**src/rtl/bcd2bin_seq.sv**
```systemverilog
// rtl/bcd2bin_seq.sv - iterative BCD-to-binary converter, MSD first, valid/ready in and out.
// Optional nibble range check: define BCD2BIN_ERR_CHK_EN.
module bcd2bin_seq #(
  parameter int DIGITS = 4,
  parameter int BIN_W  = 14
) (
  input  logic                  clk,
  input  logic                  rst,
  input  logic [4*DIGITS-1:0]   bcd_in,
  input  logic                  bcd_vld,
  output logic                  bcd_rdy,
  output logic [BIN_W-1:0]      bin_out,
  output logic                  bin_vld,
  input  logic                  bin_rdy,
  output logic                  bcd_err
);

  localparam int SR_W = 4 * DIGITS;

  localparam logic [1:0] ST_IDLE = 2'd0;
  localparam logic [1:0] ST_CONV = 2'd1;
  localparam logic [1:0] ST_DONE = 2'd2;

  localparam logic [2:0] LAST_CNT = 3'(DIGITS - 1);

  logic [1:0]       state_q,   state_d;
  logic [BIN_W-1:0] acc_q,     acc_d;
  logic [2:0]       cnt_q,     cnt_d;
  logic [SR_W-1:0]  sr_q,      sr_d;
  logic [BIN_W-1:0] bin_out_q, bin_out_d;
  logic             bin_vld_q, bin_vld_d;
  logic             bcd_rdy_q, bcd_rdy_d;

  logic [3:0]       nib;
  logic [BIN_W-1:0] acc_next;

  // acc*10 built from shifts; invalid nibbles simply wrap modulo 2^BIN_W
  assign nib      = sr_q[SR_W-1 -: 4];
  assign acc_next = (acc_q << 3) + (acc_q << 1) + BIN_W'(nib);

`ifdef BCD2BIN_ERR_CHK_EN
  logic err_q, err_d;
  logic err_next;
  logic bcd_err_q, bcd_err_d;

  assign err_next = err_q | (nib > 4'd9);
`endif

  always_comb begin
    state_d   = state_q;
    acc_d     = acc_q;
    cnt_d     = cnt_q;
    sr_d      = sr_q;
    bin_out_d = bin_out_q;
    bin_vld_d = bin_vld_q;
    bcd_rdy_d = bcd_rdy_q;
`ifdef BCD2BIN_ERR_CHK_EN
    err_d     = err_q;
    bcd_err_d = bcd_err_q;
`endif
    case (state_q)
      ST_IDLE: begin
        if (bcd_vld) begin
          sr_d      = bcd_in;
          acc_d     = '0;
          cnt_d     = '0;
          state_d   = ST_CONV;
          bcd_rdy_d = 1'b0;
`ifdef BCD2BIN_ERR_CHK_EN
          err_d     = 1'b0;
`endif
        end
      end
      ST_CONV: begin
        acc_d = acc_next;
        sr_d  = sr_q << 4;
        cnt_d = cnt_q + 3'd1;
`ifdef BCD2BIN_ERR_CHK_EN
        err_d = err_next;
`endif
        if (cnt_q == LAST_CNT) begin
          state_d   = ST_DONE;
          bin_vld_d = 1'b1;
`ifdef BCD2BIN_ERR_CHK_EN
          bin_out_d = err_next ? '0 : acc_next;
          bcd_err_d = err_next;
`else
          bin_out_d = acc_next;
`endif
        end
      end
      ST_DONE: begin
        if (bin_rdy) begin
          state_d   = ST_IDLE;
          bin_vld_d = 1'b0;
          bcd_rdy_d = 1'b1;
`ifdef BCD2BIN_ERR_CHK_EN
          bcd_err_d = 1'b0;
`endif
        end
      end
      default: begin
        state_d   = ST_IDLE;
        bin_vld_d = 1'b0;
        bcd_rdy_d = 1'b1;
      end
    endcase
  end

  always_ff @(posedge clk or posedge rst) begin
    if (rst) begin
      state_q   <= ST_IDLE;
      acc_q     <= '0;
      cnt_q     <= '0;
      sr_q      <= '0;
      bin_out_q <= '0;
      bin_vld_q <= 1'b0;
      bcd_rdy_q <= 1'b1;
    end else begin
      state_q   <= state_d;
      acc_q     <= acc_d;
      cnt_q     <= cnt_d;
      sr_q      <= sr_d;
      bin_out_q <= bin_out_d;
      bin_vld_q <= bin_vld_d;
      bcd_rdy_q <= bcd_rdy_d;
    end
  end

`ifdef BCD2BIN_ERR_CHK_EN
  always_ff @(posedge clk or posedge rst) begin
    if (rst) begin
      err_q     <= 1'b0;
      bcd_err_q <= 1'b0;
    end else begin
      err_q     <= err_d;
      bcd_err_q <= bcd_err_d;
    end
  end

  assign bcd_err = bcd_err_q;
`else
  assign bcd_err = 1'b0;
`endif

  assign bcd_rdy = bcd_rdy_q;
  assign bin_out = bin_out_q;
  assign bin_vld = bin_vld_q;

endmodule

```
**config.mk**
```make
export PLATFORM = sky130hd
export DESIGN_NAME = bcd2bin_seq
export DESIGN_NICKNAME = d
export VERILOG_FILES = /design/src/rtl/bcd2bin_seq.sv
export SDC_FILE = /design/constraint.sdc
export NUM_CORES = 1
export LEC_CHECK = 0
export BUFFER_PORTS_ARGS = -buffer_cell sky130_fd_sc_hd__buf_2
export CORE_MARGIN = 2
export CORE_UTILIZATION = 58
export DETAILED_ROUTE_END_ITERATION = 8
export GPL_TIMING_DRIVEN = 0
export PLACE_DENSITY = 0.77
export SLEW_MARGIN = 25
export SYNTH_ARGS = -nofsm -noshare
export SYNTH_HDL_FRONTEND = slang
export SYNTH_SLANG_ARGS = --single-unit
```
**constraint.sdc**
```tcl
create_clock -name clk -period 2.6 [get_ports clk]
set_input_delay 0.26 -clock clk [delete_from_list [all_inputs] [get_ports clk]]
set_output_delay 0.26 -clock clk [all_outputs]
set_load 0.005 [all_outputs]
```
# Word level (Yosys, flattened, before mapping)
# Index checks and enable logic that the tools add are counted.
# word_totals
latch_bits	0
mem_count	0
output_inout_bits	17
word_cells	41
rom_bits	0
inputBits	20
ramBits	0
register_bits	50
# op_classes
n_eq_ne	6
n_mul	0
n_div	0
magnitude_cmp	0
n_reduce_logical	7
shifts	0
bitwise_logic	2
muxes	16
addsub	3
# op_table
operator	count
16-bit case mux with 2 select lines	1
13-bit case mux with 2 select lines	1
16-bit two-way mux	1
14-bit adder	1
14-bit by 4-bit adder with 14-bit output	1
13-bit two-way mux	1
3-bit AND reduction	3
2-bit two-way mux	3
2-bit inequality test (second input constant)	3
1-bit case mux with 3 select lines	2
2-bit case mux with 3 select lines	1
3-bit case mux with 2 select lines	1
1-bit two-way mux	4
2-bit AND reduction	2
3-bit by 1-bit adder with 3-bit output (second input constant)	1
3-bit by 2-bit == test with 1-bit output (second input constant)	1
3-bit two-way mux	1
2-bit by 1-bit == test with 1-bit output (second input constant)	1
2-bit == test (second input constant)	1
2-bit zero test	1
1-bit NOT	2
2-bit nonzero test	1

# Logic depth before layout (Yosys ltp)
# logic_depth
ltp_word	3
ltp_mapped	9
ltp_nobuf	9

# Least setup slack after synthesis
# OpenSTA, ideal clock, no wires.
# synth_timing
path_type	reg2reg
from	register acc_q[0]
to	register bin_out_q[8] (netlist: bin_out[8])
n_path_buf	0
synth_period_minus_slack_ns	2.374
path_stages_with_launch	10
t_required_ns	2.475
setup_slack_ns	0.226
t_arrival_ns	2.249
setup_ns	0.125
cell_sequence	dfrtp_1 -> inv_1 -> fa_1 -> inv_1 -> fa_1 -> a21oi_1 -> o21ai_2 -> a21oi_1 -> xnor2_1 -> mux2_2
# synth_via
elab_chain_cells	2
# synth_lines
element	line_no	source
start, declared	27	logic [BIN_W-1:0] acc_q, acc_d;
start signal, assigned	113	acc_q <= '0;
start signal, assigned	121	acc_q <= acc_d;
14-bit adder	39	assign acc_next = (acc_q << 3) + (acc_q << 1) + BIN_W'(nib);
14-bit by 4-bit adder with 14-bit output	39	
end signal, assigned	124	bin_out_q <= bin_out_d;
end, declared	30	logic [BIN_W-1:0] bin_out_q, bin_out_d;
# No other way between the ends.
# A chain may end at the register's enable or synchronous reset.

# Worst setup path after layout
# layout_timing
from	register acc_q[0]
to	register bin_out_q[13] (netlist: bin_out[13])
# The elaborated chain is that of the path after synthesis.

==> results.cfg <==
[timing]
worst_pin_slew_ns = 0.620
timing.fmax_mhz = 410
rsz0062_at_grt = false
final_max_slew_viol_count = 0
clock_skew_ns = 0.0103
fin_crit_sh = 0.938
setup_viol = 0
min_period_ns = 2.44
relSlewSlack = 0.587
finalSetupTns_ns = 0
hold_viol_final = 0

[floorplanning]
ios = 37
initial_core_util = 0.614
die_h_um = 75.4
die_x_um = 75.4
coreArea_um2 = 4820
rows = 25
dieArea_um2 = 5680

[run]
maxCapViolCount = 0

[clock_tree]
clock_tree.buffer_depth = 2
cts_sinks = 50
cts_tree = yes
hold_buffers = 0
path_clk_slew_ns = 0.10
cts_buffers = 5
root_buffer = clkbuf_8
htree_levels = 2
clock_latency_ns = 0.31

[grt]
first_global_vias = 2350
antenna_found_initial = 0
grt_pass1_wl_mm = 11.3
grt-ovfl-total = 0
grt_start_max_net_pins = 51
track_usage = 0.259

[detailed_routing]
wirelength_mm = 6.69
via_per_inst = 5.87
dr.first_iter.drc_count = 151
drt_first_pass_iters = 4
wl_per_cell_um = 16.0
drc = 0
vias = 2453
drtAntennaViolNets = 0

[logic_synthesis]
synth-main-ff-cell = dfrtp_1
synthArstFlopShare = 1.00
synth_top_area_share = 0.415
avgSynthCellArea_um2 = 9.69
ys_seq_area_frac = 0.424
synth_area_leaders = dfrtp_1 (41%), ha_1 (10%), a21oi_1 (4.7%)
syn-num-nets = 351
synthCells = 305
synth.most_common_cell = dfrtp_1
syn-cell-area_um2 = 2960
synth.distinct_cells = 53
ys_warn_count = 0
synth_top_cell_by_area = dfrtp_1
synth_edf_count = 0
yosys_register_bits = 50
yosys-top-cells-count = dfrtp_1 (49), nand2_1 (37), a21oi_1 (28), ha_1 (24), o21ai_0 (22)

[critical_path]
critPathLaunch = acc_q[0]
reg2reg_depth = 10
startpoint_type = flip-flop
cp-end-kind = flip-flop
rrSetupSlack_ns = 0.16
rr_endpoint = bin_out[13]
path_class = reg -> reg
path_max_fanout = 4
cp.arrival_ns = 2.66
critPathRequiredTime_ns = 2.82
critPathCapture = bin_out[13]
rr_startpoint = acc_q[0]

[placement]
portBuffers = 35
routabilityCongestion = 0.875
hpwl_mm = 4.81

[cells_and_area]
n_antenna_cell = 0
area_delta_synth_final_pct = 13.3
nNetsFinal = 396
finalCoreUtilization = 0.695
drive_above_1_share = 0.208

[pwr]
leakagePower_uw = 0.00160
vdd_drop_max_v = 0.000674
powerDensity_nw_per_um2 = 1400
p_total_uw = 4680

[status]
status = completed

[min_path]
hp-class = in -> async
## flip-flops by register name (all words and copies together), names as in the netlist
name and cells:
bcd_rdy 1, sr_q 16, cnt_q 3, acc_q 13, bin_vld 1, bin_out 14, state_q 2
## layout by cell type (no fill, tap or decap), types with 4 or more instances in the layout
cell	instances
nor2_1	5
clkbuf_8	6
a22o_1	9
nand2_1	37
a22oi_1	8
xnor2_1	5
and3b_1	4
inv_1	7
clkbuf_1	11
a21oi_1	26
dfrtp_1	49
nor2b_1	14
buf_4	7
buf_2	39
ha_1	24
nor3_1	4
nand4_1	10
o21ai_0	22
nand3_1	8
## worst max-delay path: stages, from the launching register on
cell and delay, ns:
dfrtp_1 0.38, inv_1 0.07, fa_1 0.53, inv_1 0.07, ha_1 0.31, a21oi_2 0.19
nor3b_2 0.06, buf_4 0.15, o2111ai_1 0.26, a21oi_1 0.13, o31ai_2 0.21
## power breakdown
group          leakage, uW  switching, uW  total, uW  internal, uW
registers         0.000633            234       1360          1130
clock network    0.0000478            279        499           220
logic             0.000920           1610       2820          1210
## per-stage QoR
stage	cell area, um2	setup slack (ns)	hold WS, ns	cells
6_report	3350	0.160	0.0134	418
5_1_grt	3350	0.00625	0.0842	418
4_1_cts	3320	0.0374	0.0508	416
3_5_place_dp	3220	0.0420	0.392	407
3_3_place_gp	3210	0.0771	0.452	407
2_1_floorplan	2960	0.226	0.432	305
## layer usage
metal	track usage	wire length, um	vias to the layer above
met2	0.436	3320	74
met1	0.358	2920	1183
met3	0.0384	370	8
met4	0.0604	76	0
met5	0	0	-
li1	-	-	1188
## how the worst min path moves through the flow
stage                          start         end  slack (ns)  cells after the start
after detailed placement         rst     sr_q[1]        0.39                      2
after global placement    bin_out[3]  bin_out[3]        0.45                      2
after floorplan              bin_rdy     bin_vld        0.43                      3
after CTS                        rst    cnt_q[0]        0.05                      2
final                            rst     sr_q[2]        0.01                      2
after global routing             rst     sr_q[3]        0.08                      2
## layout make-up
cell class / instances / area, um2
multi-input cells: 225 / 1570
fillers: 404 / 1470
flip-flops and latches: 50 / 1250
repair buffers: 38 / 198
plain buffers: 22 / 118
well taps: 67 / 83.8
clock buffers: 6 / 82.6
inverters: 8 / 32.5
clock inverters: 2 / 16.3
## what timing repair did
item,in CTS,in global routing
pin swaps,1,3
setup buffers,1,2
endpoints found under the setup margin,2,7
gates resized for setup,0,3
endpoints found under the hold margin,0,0
## kinds of logic (layout without fill, tap and decap cells)
logic type               after synthesis  in the layout  synth area share
adder cells (fa/ha/maj)               26             26             0.115
AND/OR/NAND/NOR                       98             98             0.178
multiplexers                           3              3            0.0114
other                                  1              1           0.00127
flip-flops                            50             50             0.424
buffers and inverters                 30             76            0.0500
AO/OA/AOI/OAI                         90             90             0.200
XOR/XNOR                               7              7            0.0207
Note: power is estimated with default switching activity, not from simulation.
